$ cat src/rtl/video_timing_ctrl.sv
// Video timing sequencer for the TMDS output path: raster counters, sync/enable decodes,
// new-frame pulse and frame counter, with a start/stop handshake that stops only at frame end.
module video_timing_ctrl #(
  parameter int unsigned ACTIVE_H = 1280,
  parameter int unsigned H_FP     = 110,
  parameter int unsigned H_SYNC   = 40,
  parameter int unsigned H_BP     = 220,
  parameter int unsigned ACTIVE_V = 720,
  parameter int unsigned V_FP     = 5,
  parameter int unsigned V_SYNC   = 5,
  parameter int unsigned V_BP     = 20,
  parameter bit          HS_POL   = 1'b1,
  parameter bit          VS_POL   = 1'b1,
  parameter int unsigned FC_W     = 6
) (
  input  logic            clk_in,
  input  logic            rst_in,
  input  logic            run_in,
  output logic [10:0]     hcount_out,
  output logic [9:0]      vcount_out,
  output logic            hs_out,
  output logic            vs_out,
  output logic            ve_out,
  output logic [1:0]      ctrl_out,
  output logic            nf_out,
  output logic [FC_W-1:0] fc_out,
  output logic            busy_out
);

  localparam int unsigned H_TOTAL = ACTIVE_H + H_FP + H_SYNC + H_BP;
  localparam int unsigned V_TOTAL = ACTIVE_V + V_FP + V_SYNC + V_BP;

  if (H_FP == 0 || H_SYNC == 0 || H_BP == 0 || V_FP == 0 || V_SYNC == 0 || V_BP == 0)
  begin : gen_bad_porch
    $fatal(1, "video_timing_ctrl: porch and sync widths must be non-zero");
  end
  if (H_TOTAL > 2048 || V_TOTAL > 1024) begin : gen_bad_total
    $fatal(1, "video_timing_ctrl: raster exceeds counter width");
  end

  localparam logic [10:0] H_LAST   = 11'(H_TOTAL - 1);
  localparam logic [10:0] H_ACT    = 11'(ACTIVE_H);
  localparam logic [10:0] HS_START = 11'(ACTIVE_H + H_FP);
  localparam logic [10:0] HS_END   = 11'(ACTIVE_H + H_FP + H_SYNC);
  localparam logic [9:0]  V_LAST   = 10'(V_TOTAL - 1);
  localparam logic [9:0]  V_ACT    = 10'(ACTIVE_V);
  localparam logic [9:0]  VS_START = 10'(ACTIVE_V + V_FP);
  localparam logic [9:0]  VS_END   = 10'(ACTIVE_V + V_FP + V_SYNC);

  typedef enum logic [1:0] {StIdle, StRun, StDrain} state_e;

  state_e          state_q, state_d;
  logic [10:0]     hcnt_q, hcnt_d, hcnt_nxt;
  logic [9:0]      vcnt_q, vcnt_d, vcnt_nxt;
  logic            hs_q, hs_d;
  logic            vs_q, vs_d;
  logic            ve_q, ve_d;
  logic            nf_q, nf_d;
  logic [FC_W-1:0] fc_q, fc_d;
  logic            busy_q;
  logic            active;
  logic            frame_end;

  // Raster position one pixel on from the current one.
  always_comb begin
    hcnt_nxt = hcnt_q + 11'd1;
    vcnt_nxt = vcnt_q;
    if (hcnt_q == H_LAST) begin
      hcnt_nxt = '0;
      vcnt_nxt = (vcnt_q == V_LAST) ? '0 : vcnt_q + 10'd1;
    end
  end

  assign frame_end = (hcnt_q == H_LAST) && (vcnt_q == V_LAST);

  always_comb begin
    state_d = state_q;
    hcnt_d  = '0;
    vcnt_d  = '0;
    active  = 1'b0;
    unique case (state_q)
      StIdle: begin
        if (run_in) begin
          state_d = StRun;
          active  = 1'b1;
        end
      end
      StRun: begin
        active = 1'b1;
        hcnt_d = hcnt_nxt;
        vcnt_d = vcnt_nxt;
        if (!run_in) state_d = StDrain;
      end
      StDrain: begin
        if (run_in) begin
          state_d = StRun;
          active  = 1'b1;
          hcnt_d  = hcnt_nxt;
          vcnt_d  = vcnt_nxt;
        end else if (frame_end) begin
          state_d = StIdle;
        end else begin
          active = 1'b1;
          hcnt_d = hcnt_nxt;
          vcnt_d = vcnt_nxt;
        end
      end
      default: state_d = StIdle;
    endcase
  end

  // Decodes are taken from the next position so every registered output matches its counters.
  always_comb begin
    ve_d = active && (hcnt_d < H_ACT) && (vcnt_d < V_ACT);
    hs_d = (active && (hcnt_d >= HS_START) && (hcnt_d < HS_END)) ? HS_POL : ~HS_POL;
    vs_d = (active && (vcnt_d >= VS_START) && (vcnt_d < VS_END)) ? VS_POL : ~VS_POL;
    nf_d = active && (hcnt_d == H_ACT) && (vcnt_d == V_ACT);
    fc_d = nf_d ? fc_q + FC_W'(1) : fc_q;
  end

  always_ff @(posedge clk_in or posedge rst_in) begin
    if (rst_in) begin
      state_q <= StIdle;
      hcnt_q  <= '0;
      vcnt_q  <= '0;
      hs_q    <= ~HS_POL;
      vs_q    <= ~VS_POL;
      ve_q    <= 1'b0;
      nf_q    <= 1'b0;
      fc_q    <= '0;
      busy_q  <= 1'b0;
    end else begin
      state_q <= state_d;
      hcnt_q  <= hcnt_d;
      vcnt_q  <= vcnt_d;
      hs_q    <= hs_d;
      vs_q    <= vs_d;
      ve_q    <= ve_d;
      nf_q    <= nf_d;
      fc_q    <= fc_d;
      busy_q  <= (state_d != StIdle);
    end
  end

  assign hcount_out = hcnt_q;
  assign vcount_out = vcnt_q;
  assign hs_out     = hs_q;
  assign vs_out     = vs_q;
  assign ve_out     = ve_q;
  assign ctrl_out   = {vs_q, hs_q};
  assign nf_out     = nf_q;
  assign fc_out     = fc_q;
  assign busy_out   = busy_q;

endmodule

$ cat config.mk
export PLATFORM = sky130hd
export DESIGN_NAME = video_timing_ctrl
export DESIGN_NICKNAME = d
export VERILOG_FILES = /design/src/rtl/video_timing_ctrl.sv
export SDC_FILE = /design/constraint.sdc
export NUM_CORES = 1
export LEC_CHECK = 0
export ABC_CLOCK_PERIOD_IN_PS = 4500
export CAP_MARGIN = 20
export CORE_ASPECT_RATIO = 0.5
export CORE_MARGIN = 3
export CORE_UTILIZATION = 40
export DETAILED_ROUTE_END_ITERATION = 10
export GPL_TIMING_DRIVEN = 0
export HOLD_SLACK_MARGIN = 0.03
export PLACE_DENSITY = 0.74
export SYNTH_ARGS = -nofsm -noshare
export SYNTH_HDL_FRONTEND = slang
export SYNTH_SLANG_ARGS = --single-unit
export TNS_END_PERCENT = 5
$ cat constraint.sdc
create_clock -name clk_in -period 4.5 [get_ports clk_in]
set_input_delay 0.45 -clock clk_in [delete_from_list [all_inputs] [get_ports clk_in]]
set_output_delay 0.45 -clock clk_in [all_outputs]
set_load 0.01 [all_outputs]
==> flow_metrics.env <==
export IMPL_fill_cells=545
export IMPL_share_seq_of_total_power_pct=36.6
export IMPL_yosysMostFrequentCell="dfrtp_1"
export IMPL_min_path_cells=1
export IMPL_instances_no_fill=417
export IMPL_r2r_start="hcount_out[0]"
export IMPL_finalHoldViolCount=0
export IMPL_die_w_microns=119
export IMPL_dp_cells=409
export IMPL_detail_route_antenna_nets=0
export IMPL_overflow=0
export IMPL_hold_class="reg -> reg"
export IMPL_avgRoutedWirePerCell_microns=14.9
export IMPL_netlist_area_leader_share_pct=33.5
export IMPL_net_switching_power_w=0.000307
export IMPL_synth_compound_area_share_pct=14.1
export IMPL_cp_data_required_time_ps=4660
export IMPL_intPower_w=0.000656
export IMPL_clock_sinks=34
export IMPL_synth_seq_area_share_pct=33.5
export IMPL_clk_latency_ps=280
export IMPL_yosys_area_share_xor_xnor_pct=10.3
export IMPL_worst_slew_pin_slew_ps=835
export IMPL_syn_inst=288
export IMPL_place_congestion=0.900
export IMPL_drt_iter0_markers=119
export IMPL_die_y_microns=62.4
export IMPL_syn_to_final_growth_pct=24.7
export IMPL_place_ws_ps=1640
export IMPL_grt_max_degree=22
export IMPL_crit_family="simple AND/OR/NAND/NOR gates"
export IMPL_rsz0062_at_grt="false"
export IMPL_final_nets=344
export IMPL_yosysTopAreaCell="dfrtp_1"
export IMPL_diodes=0
export IMPL_syn_area_sq_um=2540
export IMPL_cts_root_buf="clkbuf_16"
export IMPL_drv_slew=0
export IMPL_fin_skew_ps=3.19
export IMPL_clkTransAtPathRegs_ps=50
export IMPL_period_needed_ps=2850
export IMPL_power_density_nw_per_um2=304
export IMPL_cts_resized=0
export IMPL_yosys_area_share_simple_pct=30.7
export IMPL_status="finished, final reports clean"
export IMPL_synth_edf_count=0
export IMPL_grt_pass1_wl_microns=10700
export IMPL_synth_fa_ha_area_share_pct=4.43
export IMPL_drive_gt1_share_pct=11.1
export IMPL_critPathSlowestCell="nor3_2"
export IMPL_setup_tns_ps=0
export IMPL_yosys_warnings=0
export IMPL_design_area_sq_um=3170
export IMPL_max_cap_violations=0
export IMPL_muxShareOfSynthArea_pct=0.985
export IMPL_rows=19
export IMPL_maxSlewHeadroom_pct=44.3
export IMPL_hold_buffers=0
export IMPL_cp_arrival_ps=3010
export IMPL_cts_max_level=2
export IMPL_hp_start="fc_out[5]"
export IMPL_hold_path_end="fc_out[5]"
export IMPL_postCtsSetupRepairBufs=0
export IMPL_critPathMaxFanout=9
export IMPL_setup_ws_ps=1650
export IMPL_num_io_pins=37
export IMPL_io_buffers=36
export IMPL_cts_tree="done"
export IMPL_worst_path_buf_inv=0
export IMPL_start_util_pct=43.8
export IMPL_syn_nets=300
export IMPL_fmax_ghz=0.351
export IMPL_synth_seq_cells=34
export IMPL_core_sq_um=5800
export IMPL_track_usage_pct=17.5
export IMPL_combPwrFrac_pct=28.2
export IMPL_cts_buffers=5
export IMPL_drt_wl_total_microns=6200
export IMPL_vias_per_cell=5.48
export IMPL_clkPwrFrac_pct=35.2
export IMPL_syn_area_per_cell_sq_um=8.82
export IMPL_fin_total_pwr_w=0.000963
export IMPL_synth_async_reset_ratio_pct=100
export IMPL_synth_top_family_by_area="simple AND/OR/NAND/NOR gates"
export IMPL_start_kind="flip-flop"
export IMPL_reg2reg_setup_slack_ps=1650
export IMPL_synth_area_leaders="dfrtp_1 33%, xor2_1 5.5%, nor2_1 4.9%"
export IMPL_grt_antenna_before_repair=0
export IMPL_crit_path_end_kind="flip-flop"
export IMPL_fin_crit_sh_pct=63.4
export IMPL_path_cells="ha_1, nand4bb_4, nor3_2, nand4_1, o31ai_4, nand3_4, nor4_4, mux2_4"
export IMPL_sw_frac_of_total_pct=31.9
export IMPL_cts_max_path_buffers=2
export IMPL_leakage_nw=1.23
export IMPL_drt_pre_antenna_iters=4
export IMPL_ys_flop_type="dfrtp_1"
export IMPL_grt_pass1_vias=2217
export IMPL_r2r_end="fc_out[1]"
export IMPL_hpwl_microns=4590
export IMPL_setup_viol=0
export IMPL_yosys_top_cells_count="34 x dfrtp_1, 33 x nor2_1, 25 x nand2_1"
export IMPL_fp_dieArea_sq_um=7400
export IMPL_ys_types=64
export IMPL_crit_type="reg -> reg"
export IMPL_route_detailed_drc=0
export IMPL_ir_worst_vdd_v=0.000154
export IMPL_placed_area_sq_um=3020
export IMPL_slowest_delay_ps=530
export IMPL_ff2ff_path_depth=8
export IMPL_vias=2286
-- per-layer routing --
| metal | global-route usage, % | wire (microns) | vias up |
|---|---|---|---|
| met1 | 23.4 | 2760 | 1116 |
| li1 | - | - | 1107 |
| met2 | 28.8 | 3000 | 55 |
| met3 | 3.35 | 370 | 8 |
| met5 | 0 | 0 | - |
| met4 | 5.05 | 62 | 0 |
-- placed cells by master (no fill, tap or decap), types with 9 or more instances in the layout --
master           netlist  routed
a21oi_1               16      16
clkbuf_1               8       9
clkdlybuf4s50_1        0      36
dfrtp_1               34      34
ha_1                   9       9
inv_1                 12      12
nand2_1               25      25
nand3_1               12      12
nor2_1                33      33
nor3_1                12      12
xnor2_1               14      14
xor2_1                16      16
-- kinds of logic after synthesis --
| logic type | after synthesis |
|---|---|
| flip-flops | 34 |
| XOR/XNOR | 30 |
| AO/OA/AOI/OAI | 52 |
| multiplexers | 2 |
| adder cells (fa/ha/maj) | 9 |
| buffers and inverters | 31 |
| AND/OR/NAND/NOR | 130 |
-- through the flow --
stage | hold slack, ps | utilization [%]
finish | 482 | 54.6
global route | 508 | 54.6
CTS | 487 | 54.6
detailed placement | 477 | 52.1
global placement | 460 | 51.8
floorplan | 504 | -
-- how the worst max path moves through the flow --
| stage | startpoint | endpoint | slack, ps | cells after the start |
|---|---|---|---|---|
| final | hcount_out[0] | fc_out[1] | 1650 | 8 |
| after global routing | vcount_out[1] | fc_out[1] | 1420 | 9 |
| after global placement | hcount_out[0] | fc_out[1] | 1700 | 8 |
| after floorplan | hcount_out[0] | fc_out[1] | 2010 | 10 |
| after CTS | hcount_out[0] | fc_out[1] | 1640 | 8 |
| after detailed placement | hcount_out[0] | fc_out[1] | 1640 | 8 |
-- flip-flops by register name (all words and copies together), names as in the netlist --
signal / flops
nf_out: 1
vcount_out: 10
vs_out: 1
hcount_out: 11
busy_out: 1
hs_out: 1
fc_out: 6
state_q: 2
ve_out: 1
-- power by group through the flow --
stage | registers (W) | logic (W) | clock network, W
4_1_cts | 0.000353 | 0.000271 | 0.000344
5_1_grt | 0.000358 | 0.000301 | 0.000360
6_report | 0.000353 | 0.000271 | 0.000339
3_3_place_gp | 0.000356 | 0.000254 | 0
3_5_place_dp | 0.000357 | 0.000263 | 0
2_1_floorplan | 0.000359 | 0.000179 | 0
-- area by class of cell --
cell class / instances / area (sq um) / share of cell area, %
Sequential cell: 34 / 851 / 26.8
Clock buffer: 7 / 143 / 4.50
Multi-Input combinational cell: 223 / 1540 / 48.6
Buffer: 19 / 106 / 3.36
Timing Repair Buffer: 37 / 375 / 11.8
Tap cell: 84 / 105 / 3.32
Inverter: 12 / 45.0 / 1.42
Clock inverter: 1 / 5.00 / 0.158
No activity file was read; power rests on OpenSTA's default activity.
